--- src/rtl/tft_spi_arbiter_pkg.sv ---
// tft_pkg: arbiter state type, byte width default and requester indices
package tft_pkg;
  typedef enum logic [1:0] {S_IDLE = 2'd0, S_GRANT = 2'd1, S_DRAIN = 2'd2} arb_state_t;
  localparam int TFT_DATA_W = 8;
  localparam int REQ_INIT = 0;
  localparam int REQ_SCENE = 1;
  localparam int REQ_PLAYER = 2;
  localparam int REQ_SCORE = 3;
  function automatic int wrap_inc(int v, int n);
    return (v + 1) % n;
  endfunction
endpackage

--- src/rtl/tft_spi_arbiter_if.sv ---
// tft_spi_arbiter_if: requester bundle plus the byte link to tft_spi
interface tft_spi_arbiter_if #(
  parameter int NUM_REQ = 4,
  parameter int DATA_W = tft_pkg::TFT_DATA_W
);
  logic [NUM_REQ-1:0] req;
  logic [NUM_REQ-1:0] gnt;
  logic [NUM_REQ*DATA_W-1:0] tx_data;
  logic [NUM_REQ-1:0] tx_dc;
  logic [NUM_REQ-1:0] tx_transmit;
  logic spi_busy;
  logic [DATA_W-1:0] spi_data;
  logic spi_dc;
  logic spi_transmit;
  modport master (
    input req, tx_data, tx_dc, tx_transmit, spi_busy,
    output gnt, spi_data, spi_dc, spi_transmit
  );
  modport slave (
    output req, tx_data, tx_dc, tx_transmit, spi_busy,
    input gnt, spi_data, spi_dc, spi_transmit
  );
endinterface

--- src/rtl/tft_spi_arbiter_rr_picker.sv ---
// rr_picker: first set request at or above the pointer, wrapping to index 0
module rr_picker #(
  parameter int NUM_REQ = 4,
  localparam int IW = NUM_REQ > 1 ? $clog2(NUM_REQ) : 1
) (
  input  logic [NUM_REQ-1:0] i_req,
  input  logic [IW-1:0]      i_ptr,
  output logic               o_valid,
  output logic [IW-1:0]      o_idx
);
  always_comb begin
    o_valid = 1'b0;
    o_idx = '0;
    for (int k = NUM_REQ - 1; k >= 0; k--)
      if (i_req[(int'(i_ptr) + k) % NUM_REQ]) begin
        o_valid = 1'b1;
        o_idx = IW'((int'(i_ptr) + k) % NUM_REQ);
      end
  end
endmodule

--- src/rtl/tft_spi_arbiter.sv ---
// tft_spi_arbiter: round-robin burst arbiter in front of the shared tft_spi transmitter
module tft_spi_arbiter
  import tft_pkg::*;
#(
  parameter int NUM_REQ = 4,
  parameter int DATA_W = TFT_DATA_W,
  parameter int TIMEOUT = 65535,
  localparam int IW = NUM_REQ > 1 ? $clog2(NUM_REQ) : 1,
  localparam int WW = TIMEOUT > 0 ? $clog2(TIMEOUT + 1) : 1
) (
  input  logic                clk,
  input  logic                rst_n,
  tft_spi_arbiter_if.master   bus,
  output logic [IW-1:0]       o_owner,
  output logic [15:0]         o_bytes_sent,
  output logic                o_timeout_err
);
  arb_state_t r_state, w_state_d;
  logic [NUM_REQ-1:0] r_gnt;
  logic [IW-1:0] r_ptr, r_owner, w_win;
  logic [15:0] r_bytes;
  logic [WW-1:0] r_wd;
  logic r_terr, w_valid, w_on, w_acc, w_rel, w_to;
  rr_picker #(.NUM_REQ(NUM_REQ)) u_pick (
    .i_req(bus.req), .i_ptr(r_ptr), .o_valid(w_valid), .o_idx(w_win)
  );
  // bus outputs follow the registered owner and stay quiet whenever nobody holds grant
  assign w_on = |r_gnt;
  assign bus.gnt = r_gnt;
  assign bus.spi_data = w_on ? bus.tx_data[r_owner*DATA_W +: DATA_W] : '0;
  assign bus.spi_dc = w_on & bus.tx_dc[r_owner];
  assign bus.spi_transmit = w_on & bus.tx_transmit[r_owner];
  assign w_acc = bus.spi_transmit & ~bus.spi_busy;
  assign w_rel = ~bus.req[r_owner];
  assign w_to = (TIMEOUT != 0) && (r_wd == WW'(TIMEOUT));
  assign o_owner = r_owner;
  assign o_bytes_sent = r_bytes;
  assign o_timeout_err = r_terr;
  always_ff @(posedge clk or negedge rst_n)
    if (!rst_n) r_state <= S_IDLE;
    else r_state <= w_state_d;
  always_comb
    w_state_d = r_state == S_IDLE  ? (w_valid ? S_GRANT : S_IDLE) :
                r_state == S_GRANT ? (w_rel || w_to ? S_DRAIN : S_GRANT) :
                r_state == S_DRAIN ? (bus.spi_busy ? S_DRAIN : S_IDLE) : S_IDLE;
  always_ff @(posedge clk or negedge rst_n) begin
    if (!rst_n) begin
      r_gnt <= '0;
      r_ptr <= '0;
      r_owner <= '0;
      r_bytes <= '0;
      r_wd <= '0;
      r_terr <= 1'b0;
    end else if (r_state == S_IDLE && w_valid) begin
      r_gnt <= NUM_REQ'(1) << w_win;
      r_owner <= w_win;
      r_bytes <= '0;
      r_wd <= '0;
    end else if (r_state == S_GRANT) begin
      // a byte presented in the release cycle still counts
      r_bytes <= r_bytes + 16'(w_acc);
      r_wd <= w_acc ? '0 : r_wd + WW'(~&r_wd);
      if (w_rel || w_to) begin
        r_gnt <= '0;
        r_ptr <= IW'(wrap_inc(int'(r_owner), NUM_REQ));
      end
      if (w_to) r_terr <= 1'b1;
    end
  end
  a_gnt_onehot: assert property (@(posedge clk) disable iff (!rst_n) $onehot0(r_gnt));
endmodule

--- src/flat_wrapper.sv ---
// flat-port wrapper written by rule: the top's interface ports become plain ports
module tft_spi_arbiter_flat import tft_pkg::*;
#(
  parameter int NUM_REQ = 4,
  parameter int DATA_W = TFT_DATA_W,
  parameter int TIMEOUT = 65535,
  localparam int IW = NUM_REQ > 1 ? $clog2(NUM_REQ) : 1,
  localparam int WW = TIMEOUT > 0 ? $clog2(TIMEOUT + 1) : 1
)
  (clk, rst_n, o_owner, o_bytes_sent, o_timeout_err, bus_req, bus_tx_data, bus_tx_dc, bus_tx_transmit, bus_spi_busy, bus_gnt, bus_spi_data, bus_spi_dc, bus_spi_transmit);
  tft_spi_arbiter_if #(.NUM_REQ(NUM_REQ), .DATA_W(DATA_W)) bus_i ();
  input  logic clk;
  input  logic rst_n;
  output logic [IW-1:0] o_owner;
  output logic [15:0] o_bytes_sent;
  output logic o_timeout_err;
  input wire logic [$bits(bus_i.req)-1:0] bus_req;
  input wire logic [$bits(bus_i.tx_data)-1:0] bus_tx_data;
  input wire logic [$bits(bus_i.tx_dc)-1:0] bus_tx_dc;
  input wire logic [$bits(bus_i.tx_transmit)-1:0] bus_tx_transmit;
  input wire logic [$bits(bus_i.spi_busy)-1:0] bus_spi_busy;
  output wire logic [$bits(bus_i.gnt)-1:0] bus_gnt;
  output wire logic [$bits(bus_i.spi_data)-1:0] bus_spi_data;
  output wire logic [$bits(bus_i.spi_dc)-1:0] bus_spi_dc;
  output wire logic [$bits(bus_i.spi_transmit)-1:0] bus_spi_transmit;
  assign bus_i.req = bus_req;
  assign bus_i.tx_data = bus_tx_data;
  assign bus_i.tx_dc = bus_tx_dc;
  assign bus_i.tx_transmit = bus_tx_transmit;
  assign bus_i.spi_busy = bus_spi_busy;
  assign bus_gnt = bus_i.gnt;
  assign bus_spi_data = bus_i.spi_data;
  assign bus_spi_dc = bus_i.spi_dc;
  assign bus_spi_transmit = bus_i.spi_transmit;
  tft_spi_arbiter #(.NUM_REQ(NUM_REQ), .DATA_W(DATA_W), .TIMEOUT(TIMEOUT)) u_core (.clk(clk), .rst_n(rst_n), .bus(bus_i), .o_owner(o_owner), .o_bytes_sent(o_bytes_sent), .o_timeout_err(o_timeout_err));
endmodule
--- config.mk ---
export PLATFORM = sky130hd
export DESIGN_NAME = tft_spi_arbiter_flat
export DESIGN_NICKNAME = d
export VERILOG_FILES = /design/src/rtl/tft_spi_arbiter_pkg.sv /design/src/rtl/tft_spi_arbiter_if.sv /design/src/rtl/tft_spi_arbiter_rr_picker.sv /design/src/rtl/tft_spi_arbiter.sv /design/src/flat_wrapper.sv
export SDC_FILE = /design/constraint.sdc
export NUM_CORES = 1
export LEC_CHECK = 0
export ABC_CLOCK_PERIOD_IN_PS = 5920
export CAP_MARGIN = 5
export CORE_MARGIN = 4
export CORE_UTILIZATION = 31
export CTS_CLUSTER_SIZE = 25
export DETAILED_ROUTE_END_ITERATION = 16
export SLEW_MARGIN = 40
export SYNTH_ARGS = -nofsm -noshare
export SYNTH_HDL_FRONTEND = slang
export SYNTH_SLANG_ARGS = --single-unit
--- constraint.sdc ---
create_clock -name clk -period 5.92 [get_ports clk]
set_input_delay 0.592 -clock clk [delete_from_list [all_inputs] [get_ports clk]]
set_output_delay 0.592 -clock clk [all_outputs]
set_load 0.02 [all_outputs]
==> metrics <==
status=finished clean; number of fill cells in the layout=838; Multi-input gate area=1550 um2; Post-CTS Hold Buffers=0; sequential cell area=1080 um2; Area Overhead vs Synth=35.5%; mux cell area share after synthesis=11.1%; Boundary Pins=80; Total Routing Usage GR=13.7%; Post-synth top cells=dfrtp_1 (43), nand2_1 (26), nor2_1 (17), nand3_1 (13), nand4_1 (13); CTS root buf=clkbuf_8; XOR/XNOR share of the synthesized area=2.56%; Placer Congestion=0.763; Initial Util=31.7%; post-DP HPWL=5340 um; largest net degree at the start of global routing=44; sequential area share after synthesis=39.3%; number of antenna diodes=0; Critical Path AT=2.27 ns; clock buffer depth=2; DR vias/cell=5.48; Net count, final=402; worst path required time=5.33 ns; post_cts resized=0; cts bufs inserted=5; max_cap viols=0; final period utilization=48.4%; Reg2Reg Launch Point=u_core.o_owner[1]; type of the worst min-delay path=input pin to async pin; total gr overflow=0; Final Power=1320 uW; Reg clk slew, reported paths=0.08 ns; Syn Nets=331; Synth Area in Simple Gates=23.2%; die width=102 um; yosys warns=0; Post-Layout Cell Count=460; # DRC=0; crit path max fanout=15; Die Ht=102 um; initial DRC count=133; Async S/R FF share, synth=100%; RSZ-0062 raised after global routing=no; Worst setup SP type=register; first-pass GRT wire length=11600 um; clock sinks=43; drt first pass iters=4; Core Region=8640 um2; Max IR drop VDD=0.191 mV; prevailing post-synth register cell=dfrtp_1; placed insts=452; worst skew pair latency=0.29 ns; Antenna Violating Nets Remaining=0; share of layout cells above drive strength 1=9.38%; Slew Limit Fails=0; RR Endpoint=u_core.o_bytes_sent[14]; Peak Freq=0.349 GHz; worst-margin pin slew=0.781 ns; Final TNS setup=0 ns; largest family of logic cells by synthesized area=simple AND/OR/NAND/NOR gates; Synth Area in Compound Gates=17.7%; average cell area after synthesis=9.77 um2; H-tree levels=2; Die Area=10400 um2; via count=2520; Leak=0.00141 uW; Synth top area share=39.3%; number of setup buffers added after CTS=0; initial antenna violation count=0; post-synthesis adder-cell area fraction=1.83%; worst reg-to-reg setup slack=3.26 ns; Gate Count Post-Synth=280; Post-synth EDFFs=0; FP Rows=34; pwr dens=355 nW/um2; count leader, synth=dfrtp_1; Synth cell types=57; vias in the first global route=2442; Setup Skew=0.00530 ns; critical path type=register to output pin; IO Port Bufs=79; Critical Path End Type=output pin; Final Setup Violations=0; Post-Syn Area=2740 um2; CTS tree=built; fin crit period=2.87 ns; Final Hold Viols=0; Slew headroom=47.9%; flops & latches, synth=43; DR WL/cell=15.5 um; Synth area leaders=dfrtp_1 (39%), mux4_2 (9.1%), nand2_1 (3.6%); R2R cell count=8; biggest area consumer among synthesized cells=dfrtp_1; final wirelength=7110 um
-- routing by layer --
metal | vias to the layer above | part of all wire [%] | track usage, %
met3 | 4 | 7.8 | 4.57
met4 | 0 | 0.24 | 2.72
li1 | 1210 | - | -
met2 | 85 | 48 | 22.6
met5 | - | 0 | 0
met1 | 1221 | 44 | 17.9
-- report_power, final --
part / switching, uW / internal, uW
clock: 104 / 137
combinational: 348 / 314
sequential: 81.5 / 332
total: 534 / 783
-- worst max-delay path by stage --
stage	start	endpoint	slack [ns]	cells after the start
CTS	u_core.o_owner[0]	bus_spi_transmit	2.75	3
finish	u_core.o_owner[0]	bus_spi_transmit	3.05	3
detailed placement	bus_tx_transmit[0]	u_core.o_bytes_sent[14]	2.98	9
global route	u_core.o_owner[0]	bus_spi_transmit	2.92	3
floorplan	u_core.o_owner[0]	u_core.o_bytes_sent[14]	3.61	9
global placement	bus_tx_transmit[1]	u_core.o_bytes_sent[14]	3.08	9
-- logic make-up after synthesis --
group	after synthesis
AO/OA/AOI/OAI	66
adder cells (fa/ha/maj)	4
flip-flops	43
buffers and inverters	26
XOR/XNOR	8
multiplexers	16
AND/OR/NAND/NOR	117
-- sequential cells by signal (all words and copies together), names as in the netlist --
register              count
u_core.o_bytes_sent      16
u_core.r_state            2
u_core.o_owner            2
u_core.r_ptr              2
u_core.o_timeout_err      1
u_core.r_wd              16
u_core.bus.gnt            4
-- stage by stage --
step	util [%]	worst slack, ns	hold WS [ns]	cell area (um2)
6_report	42.9	3.05	0.278	3710
5_1_grt	42.9	2.92	0.324	3710
4_1_cts	42.9	2.75	0.302	3700
3_5_place_dp	41.5	2.98	0.474	3590
3_3_place_gp	41.5	3.08	0.484	3580
2_1_floorplan	-	3.61	0.296	2740
-- cell usage in the layout, fill, tap and decap left out, types with 2 or more instances in the layout --
cell              n
and3_1            2
mux2i_1           3
nand4_1          13
nor2_1           17
nand2b_1          5
xnor2_1           5
dfrtp_1          42
a21o_1            3
o21ai_1           9
a21oi_1          12
o311ai_1          4
nor4_1            7
ha_1              4
nand3_1          13
nor3_1            4
and2_1           10
a221o_1           3
a22o_1            4
o32ai_1           5
mux4_2           11
nand2_1          26
clkbuf_8          6
xor2_1            3
o311a_1           2
or3_1             6
and4_1            2
a31oi_1           6
clkdlybuf4s50_1  78
o21ai_0           6
inv_1            11
-- layout make-up --
cell class,count,area share [%]
inverter,11,1.11
multi-input combinational,211,41.7
timing repair buffer,79,21.3
clock inverter,2,0.945
clock buffer,6,2.23
tap,108,3.65
sequential,43,29.1
-- critical path, stage by stage, from the launching register on --
cell and delay [ns]:
dfrtp_2 0.64, mux4_2 0.62, and2_1 0.19, clkdlybuf4s50_1 0.54
Note: power is estimated with default switching activity, not from simulation.
